<file path="src/rtl/lc3b_write_buffer_if.sv">
// rtl/lc3b_write_buffer_if.sv - eviction, lookup, memory-write and status bundle for the write buffer
// Ports carried:
//   evict_valid/evict_ready/evict_addr/evict_data : dirty-line hand-off from the cache
//   lookup_addr/lookup_hit/lookup_data            : miss snoop into buffered lines
//   mem_write/mem_address/mem_wdata/mem_resp      : write channel to the next memory level
//   count/full/empty                              : occupancy status
// master = cache/memory side, slave = write buffer.
interface lc3b_write_buffer_if #(
  parameter int DEPTH  = 4,
  parameter int LINE_W = 128,
  parameter int ADDR_W = 12
);
  logic                       evict_valid;
  logic                       evict_ready;
  logic [ADDR_W-1:0]          evict_addr;
  logic [LINE_W-1:0]          evict_data;
  logic [ADDR_W-1:0]          lookup_addr;
  logic                       lookup_hit;
  logic [LINE_W-1:0]          lookup_data;
  logic                       mem_write;
  logic [ADDR_W-1:0]          mem_address;
  logic [LINE_W-1:0]          mem_wdata;
  logic                       mem_resp;
  logic [$clog2(DEPTH+1)-1:0] count;
  logic                       full;
  logic                       empty;

  modport master (
    output evict_valid, evict_addr, evict_data, lookup_addr, mem_resp,
    input  evict_ready, lookup_hit, lookup_data, mem_write, mem_address, mem_wdata,
           count, full, empty
  );

  modport slave (
    input  evict_valid, evict_addr, evict_data, lookup_addr, mem_resp,
    output evict_ready, lookup_hit, lookup_data, mem_write, mem_address, mem_wdata,
           count, full, empty
  );
endinterface

</file>
<file path="src/rtl/lc3b_write_buffer.sv">
// rtl/lc3b_write_buffer.sv - coalescing circular write buffer for dirty L1 line evictions
// Ports:
//   clk     : sole clock, rising edge
//   reset_n : asynchronous active-low reset
//   bus     : lc3b_write_buffer_if.slave (evict/lookup/memory/status signals)
// Evicted lines are queued in arrival order and drained one at a time to memory.
// An eviction to an address already buffered overwrites that entry in place,
// except the head while it is being written out, which must stay stable.
module lc3b_write_buffer #(
  parameter int DEPTH  = 4,
  parameter int LINE_W = 128,
  parameter int ADDR_W = 12
) (
  input logic                clk,
  input logic                reset_n,
  lc3b_write_buffer_if.slave bus
);
  localparam int CW = $clog2(DEPTH + 1);
  localparam int PW = $clog2(DEPTH);

  typedef enum logic {S_IDLE, S_DRAIN} state_t;

  state_t            r_state;
  state_t            w_state_nxt;
  logic [DEPTH-1:0]  r_valid;
  logic [ADDR_W-1:0] r_addr [DEPTH];
  logic [LINE_W-1:0] r_data [DEPTH];
  logic [PW-1:0]     r_head;
  logic [PW-1:0]     r_tail;
  logic [CW-1:0]     r_count;

  logic [PW-1:0]     w_idx;
  logic              w_co_hit;
  logic [PW-1:0]     w_co_idx;
  logic              w_lk_hit;
  logic [LINE_W-1:0] w_lk_data;
  logic              w_full;
  logic              w_empty;
  logic              w_ready;
  logic              w_handshake;
  logic              w_alloc;
  logic              w_retire;
  logic              w_mem_write;

  function automatic logic [PW-1:0] f_inc(input logic [PW-1:0] p);
    return (p == PW'(DEPTH - 1)) ? '0 : p + PW'(1);
  endfunction

  // Walk entries oldest to youngest so the last match seen is the youngest.
  // The head is excluded from coalescing while its write is in flight.
  always_comb begin
    w_idx     = '0;
    w_co_hit  = 1'b0;
    w_co_idx  = '0;
    w_lk_hit  = 1'b0;
    w_lk_data = '0;
    for (int k = 0; k < DEPTH; k++) begin
      w_idx = PW'((int'(r_head) + k) % DEPTH);
      if (r_valid[w_idx] && (r_addr[w_idx] == bus.evict_addr) &&
          !((r_state == S_DRAIN) && (w_idx == r_head))) begin
        w_co_hit = 1'b1;
        w_co_idx = w_idx;
      end
      if (r_valid[w_idx] && (r_addr[w_idx] == bus.lookup_addr)) begin
        w_lk_hit  = 1'b1;
        w_lk_data = r_data[w_idx];
      end
    end
  end

  assign w_full      = (r_count == CW'(DEPTH));
  assign w_empty     = (r_count == '0);
  assign w_ready     = !w_full || w_co_hit;
  assign w_handshake = bus.evict_valid && w_ready;
  assign w_alloc     = w_handshake && !w_co_hit;

  always_comb begin
    w_state_nxt = r_state;
    w_mem_write = 1'b0;
    w_retire    = 1'b0;
    case (r_state)
      S_IDLE: begin
        if (!w_empty) w_state_nxt = S_DRAIN;
      end
      S_DRAIN: begin
        w_mem_write = 1'b1;
        if (bus.mem_resp) begin
          w_retire    = 1'b1;
          w_state_nxt = S_IDLE;
        end
      end
      default: w_state_nxt = S_IDLE;
    endcase
  end

  always_ff @(posedge clk or negedge reset_n) begin
    if (!reset_n) begin
      r_state <= S_IDLE;
      r_valid <= '0;
      r_head  <= '0;
      r_tail  <= '0;
      r_count <= '0;
    end else begin
      r_state <= w_state_nxt;
      // Allocation and retirement never touch the same slot: DRAIN implies
      // count > 0 and allocation implies not full, so tail != head.
      if (w_alloc) begin
        r_valid[r_tail] <= 1'b1;
        r_tail          <= f_inc(r_tail);
      end
      if (w_retire) begin
        r_valid[r_head] <= 1'b0;
        r_head          <= f_inc(r_head);
      end
      r_count <= r_count + CW'(w_alloc) - CW'(w_retire);
    end
  end

  // Payload storage is unreset; every consumer qualifies it with r_valid.
  always_ff @(posedge clk) begin
    if (w_alloc) begin
      r_addr[r_tail] <= bus.evict_addr;
      r_data[r_tail] <= bus.evict_data;
    end else if (w_handshake) begin
      r_data[w_co_idx] <= bus.evict_data;
    end
  end

  assign bus.evict_ready = w_ready;
  assign bus.lookup_hit  = w_lk_hit;
  assign bus.lookup_data = w_lk_data;
  assign bus.mem_write   = w_mem_write;
  assign bus.mem_address = (w_mem_write && r_valid[r_head]) ? r_addr[r_head] : '0;
  assign bus.mem_wdata   = (w_mem_write && r_valid[r_head]) ? r_data[r_head] : '0;
  assign bus.count       = r_count;
  assign bus.full        = w_full;
  assign bus.empty       = w_empty;
endmodule

</file>
<file path="src/flat_wrapper.sv">
// flat-port wrapper written by rule: the top's interface ports become plain ports
module lc3b_write_buffer_flat 
#(
  parameter int DEPTH  = 4,
  parameter int LINE_W = 128,
  parameter int ADDR_W = 12
)
  (clk, reset_n, bus_evict_valid, bus_evict_addr, bus_evict_data, bus_lookup_addr, bus_mem_resp, bus_evict_ready, bus_lookup_hit, bus_lookup_data, bus_mem_write, bus_mem_address, bus_mem_wdata, bus_count, bus_full, bus_empty);
  lc3b_write_buffer_if #(.DEPTH(DEPTH), .LINE_W(LINE_W), .ADDR_W(ADDR_W)) bus_i ();
  input logic clk;
  input logic reset_n;
  input wire logic [$bits(bus_i.evict_valid)-1:0] bus_evict_valid;
  input wire logic [$bits(bus_i.evict_addr)-1:0] bus_evict_addr;
  input wire logic [$bits(bus_i.evict_data)-1:0] bus_evict_data;
  input wire logic [$bits(bus_i.lookup_addr)-1:0] bus_lookup_addr;
  input wire logic [$bits(bus_i.mem_resp)-1:0] bus_mem_resp;
  output wire logic [$bits(bus_i.evict_ready)-1:0] bus_evict_ready;
  output wire logic [$bits(bus_i.lookup_hit)-1:0] bus_lookup_hit;
  output wire logic [$bits(bus_i.lookup_data)-1:0] bus_lookup_data;
  output wire logic [$bits(bus_i.mem_write)-1:0] bus_mem_write;
  output wire logic [$bits(bus_i.mem_address)-1:0] bus_mem_address;
  output wire logic [$bits(bus_i.mem_wdata)-1:0] bus_mem_wdata;
  output wire logic [$bits(bus_i.count)-1:0] bus_count;
  output wire logic [$bits(bus_i.full)-1:0] bus_full;
  output wire logic [$bits(bus_i.empty)-1:0] bus_empty;
  assign bus_i.evict_valid = bus_evict_valid;
  assign bus_i.evict_addr = bus_evict_addr;
  assign bus_i.evict_data = bus_evict_data;
  assign bus_i.lookup_addr = bus_lookup_addr;
  assign bus_i.mem_resp = bus_mem_resp;
  assign bus_evict_ready = bus_i.evict_ready;
  assign bus_lookup_hit = bus_i.lookup_hit;
  assign bus_lookup_data = bus_i.lookup_data;
  assign bus_mem_write = bus_i.mem_write;
  assign bus_mem_address = bus_i.mem_address;
  assign bus_mem_wdata = bus_i.mem_wdata;
  assign bus_count = bus_i.count;
  assign bus_full = bus_i.full;
  assign bus_empty = bus_i.empty;
  lc3b_write_buffer #(.DEPTH(DEPTH), .LINE_W(LINE_W), .ADDR_W(ADDR_W)) u_core (.clk(clk), .reset_n(reset_n), .bus(bus_i));
endmodule
</file>
<file path="config.mk">
export PLATFORM = sky130hd
export DESIGN_NAME = lc3b_write_buffer_flat
export DESIGN_NICKNAME = d
export VERILOG_FILES = /design/src/rtl/lc3b_write_buffer_if.sv /design/src/rtl/lc3b_write_buffer.sv /design/src/flat_wrapper.sv
export SDC_FILE = /design/constraint.sdc
export NUM_CORES = 2
export LEC_CHECK = 0
export BUFFER_PORTS_ARGS = -buffer_cell sky130_fd_sc_hd__buf_2
export CORE_MARGIN = 5
export CORE_UTILIZATION = 60
export DETAILED_ROUTE_END_ITERATION = 16
export MAX_ROUTING_LAYER = met4
export PLACE_DENSITY = 0.79
export SETUP_SLACK_MARGIN = 0.3
export SLEW_MARGIN = 40
export SYNTH_ARGS = -nofsm -noshare
export SYNTH_HDL_FRONTEND = slang
export SYNTH_SLANG_ARGS = --single-unit
</file>
<file path="constraint.sdc">
create_clock -name clk -period 18.8 [get_ports clk]
set_input_delay 2.82 -clock clk [delete_from_list [all_inputs] [get_ports clk]]
set_output_delay 2.82 -clock clk [all_outputs]
set_load 0.02 [all_outputs]
</file>
==> results.txt <==
Adder-Cell Fraction of Synth Area -> 0.3834%
CTS tree -> yes
Largest net degree at the start of global routing -> 156
Max Slew Vio Count -> 0
Most instantiated library cell after synthesis -> mux4_2
Yosys warns -> 0
CP Capture Type -> output port
Synth top cells by count -> mux4_2, edfxtp_1, a21oi_1
TritonCTS Buffers -> 61
Area Overhead vs Synth -> 13.19%
Bufs on Longest Clock Path -> 3
Global-route usage over all layers -> 30.25%
Layout cells sized above 1 -> 44.05%
Area share of xor/xnor cells in the synthesized design -> 2.175%
Avg Inst Size Synth -> 15.61 sq um
Die ar. -> 68210 sq um
Crit-path max FO -> 44
Min cycle time layout -> 9.444 ns
Synthesized flop and latch total -> 572
CP Launch Type -> register
Switching power -> 0.002828 W
Mapped Cells -> 2425
Total routed wirelength -> 102.4 mm
DP HPWL -> 63.66 mm
Post_cts resized -> 0
Antenna Violating Nets Remaining -> 0
Worst vdd ir -> 136.0 uV
Buffers inserted by post-CTS timing repair -> 0
Placement Cell Area -> 40490 sq um
Max Cap Violations -> 0
Yosys cell types -> 54
Max-slew headroom -> 38.83%
FFs w/ async S/R, synth -> 2.098%
Worst hold path startpoint -> u_core.r_valid[1]
Final setup viols -> 0
Cell Area, Synth -> 37850 sq um
Worst Hold Depth -> 1
DR DRC count -> 0
Post-synth EDFFs -> 560
Fmax -> 0.1059 GHz
Combinational Power Share -> 56.3%
Core area -> 62740 sq um
Die Y -> 261.2 microns
R2R cell count -> 13
Post-synthesis mux area share -> 37.41%
Skew final -> 0.03122 ns
Root buf cell -> clkbuf_16
Hold Crit Class -> register to register
Arr. time, crit path -> 6.62 ns
Leak pwr -> 14.66 nW
Initial antenna violation count -> 36
Slew @ Worst Pin -> 0.9176 ns
Final period util -> 50.23%
Clock share of power -> 17.4%
Design Area, Final -> 42840 sq um
Worst skew pair latency -> 0.63 ns
Top-area cell type share of the netlist area -> 44.43%
WS Path Type -> register to output port
Net Sw Frac -> 38.51%
Post-layout util -> 68.29%
Ranking of synthesized cells by area -> edfxtp_1, mux4_2, mux2i_1
Worst r2r dst -> u_core.r_data[1][71]
Clk sinks -> 572
R2r startpoint -> u_core.r_head[0]
DR WL/cell -> 28.04 microns
First-pass DRT Iterations -> 5
Final Hold Fails -> 0
Port Buffer Count -> 431
Setup TNS Final -> 0 ns
Post-synth top area cell -> edfxtp_1
CP required -> 15.98 ns
Initial Utilization -> 60.34%
Hold Path End -> u_core.r_valid[1]
Synth Area in Simple Gates -> 7.166%
RSZ-0062 raised after global routing -> no
Register area share after synthesis -> 45.22%
Fin nets -> 2882
P per Cell Area -> 171.4 nW/um^2
Synth Flop Type -> edfxtp_1
Sequential group share of total power -> 26.3%
Post-Syn Nets -> 2592
Via total after detailed routing -> 26370
Largest family of logic cells by synthesized area -> multiplexers
Cell Rows -> 92
Compound-gate portion of the synthesized area -> 4.254%
1st-iter DRT viols -> 3307
CTS Hold Buffers Added -> 0
Die Wd -> 261.2 microns
Reg2reg setup slack -> 12.68 ns
Vias in the first global route -> 26120
Clock-pin slew on the worst setup and hold paths -> 0.07 ns
Vias per inst -> 7.224
Pint -> 0.004517 W
GRT overflow -> 0
Final GP Congestion -> 0.9294
H-tree depth -> 2
Ports -> 432
Run status -> complete, no violations
Final Hold Slack -> 0.6084 ns
First-pass GRT wire length -> 155.6 mm
==> worst max path at each step <==
| stage | startpoint | to | slack, ns | depth (start not counted) |
|---|---|---|---|---|
| after detailed placement | bus_lookup_addr[4] | bus_lookup_data[4] | 9.76 | 11 |
| after global placement | u_core.r_head[1] | bus_lookup_data[82] | 8.91 | 14 |
| after floorplan | bus_evict_addr[8] | u_core.r_data[2][0] | 4.18 | 9 |
| after global routing | u_core.r_head[0] | bus_lookup_data[4] | 8.95 | 14 |
| after CTS | u_core.r_head[0] | bus_lookup_data[4] | 9.16 | 14 |
| final | u_core.r_head[0] | bus_lookup_data[3] | 9.36 | 14 |
==> state kept, by name (all words and copies together) (netlist names) <==
| register | cells |
|---|---|
| u_core.r_addr | 48 |
| u_core.r_data | 512 |
| u_core.r_state | 1 |
| u_core.r_head | 2 |
| u_core.r_tail | 2 |
| u_core.bus.count | 3 |
| u_core.r_valid | 4 |
==> logic make-up (layout without fill, tap and decap cells) <==
family | Yosys count | after routing
buffers and inverters | 271 | 613
adder cells (fa/ha/maj) | 11 | 11
AND/OR/NAND/NOR | 471 | 471
multiplexers | 711 | 711
flip-flops | 572 | 572
XOR/XNOR | 94 | 94
other | 0 | 38
AO/OA/AOI/OAI | 295 | 295
==> power by group through the flow <==
stage                     sequential, W  clock (W)  combinational (W)
after floorplan                 0.00188          0            0.00329
after detailed placement        0.00194          0            0.00411
after global placement          0.00191          0            0.00395
after global routing            0.00196    0.00135            0.00441
after CTS                       0.00192    0.00130            0.00413
final                           0.00193    0.00128            0.00414
==> routing by layer <==
metal / global-route usage [%] / routed length, microns
met4: 12.01 / 3827
met3: 5.534 / 10400
met5: - / 0
met2: 48.80 / 52400
met1: 38.83 / 35740
==> cells in the final DEF (no fill, tap or decap), types with 4 or more instances in the layout <==
master / instances
a21oi_1: 253
a2bb2oi_1: 5
and2_1: 5
and3_1: 141
buf_12: 8
buf_16: 4
buf_2: 431
buf_4: 9
buf_6: 26
bufinv_16: 12
clkbuf_1: 10
clkbuf_16: 62
clkinv_1: 9
clkinv_2: 10
clkinvlp_4: 8
dfrtp_1: 9
diode_2: 38
edfxtp_1: 560
ha_1: 9
inv_1: 16
mux2_2: 9
mux2i_1: 140
mux4_2: 561
nand2_1: 22
nand3_1: 9
nand4_1: 16
nor2_1: 131
nor3_1: 78
nor3_2: 51
nor4_1: 4
nor4_4: 4
o21ai_0: 9
xnor2_1: 77
xor2_1: 17
==> per-stage QoR <==
stage	total power, W	cells	setup slack, ns
6_report	0.007345	3651	9.356
5_1_grt	0.007716	3650	8.949
4_1_cts	0.007346	3609	9.157
3_5_place_dp	0.006049	3494	9.762
3_3_place_gp	0.005867	3484	8.906
2_1_floorplan	0.005174	2425	4.178
==> area by class of cell <==
type	count	area, sq um
diodes	38	95.09
clock buffers	73	1603
clock inverters	42	538.0
fillers	4138	19890
inverters	17	63.81
multi-input cells	1582	19530
flip-flops and latches	572	17130
well taps	846	1059
repair buffers	481	2830
==> worst max-delay path: stages, from the launching register on <==
cell and delay, ns:
dfrtp_4 0.92, inv_2 0.25, ha_4 0.70, buf_4 0.46, mux4_2 0.57, xnor2_1 0.22
nand4_1 0.13, nor4_2 0.33, buf_6 0.56, buf_4 0.77, mux2i_1 0.16, nor3_1 0.16
a21oi_1 0.06, a21oi_1 0.41, buf_2 0.25
No activity file was read; power rests on OpenSTA's default activity.
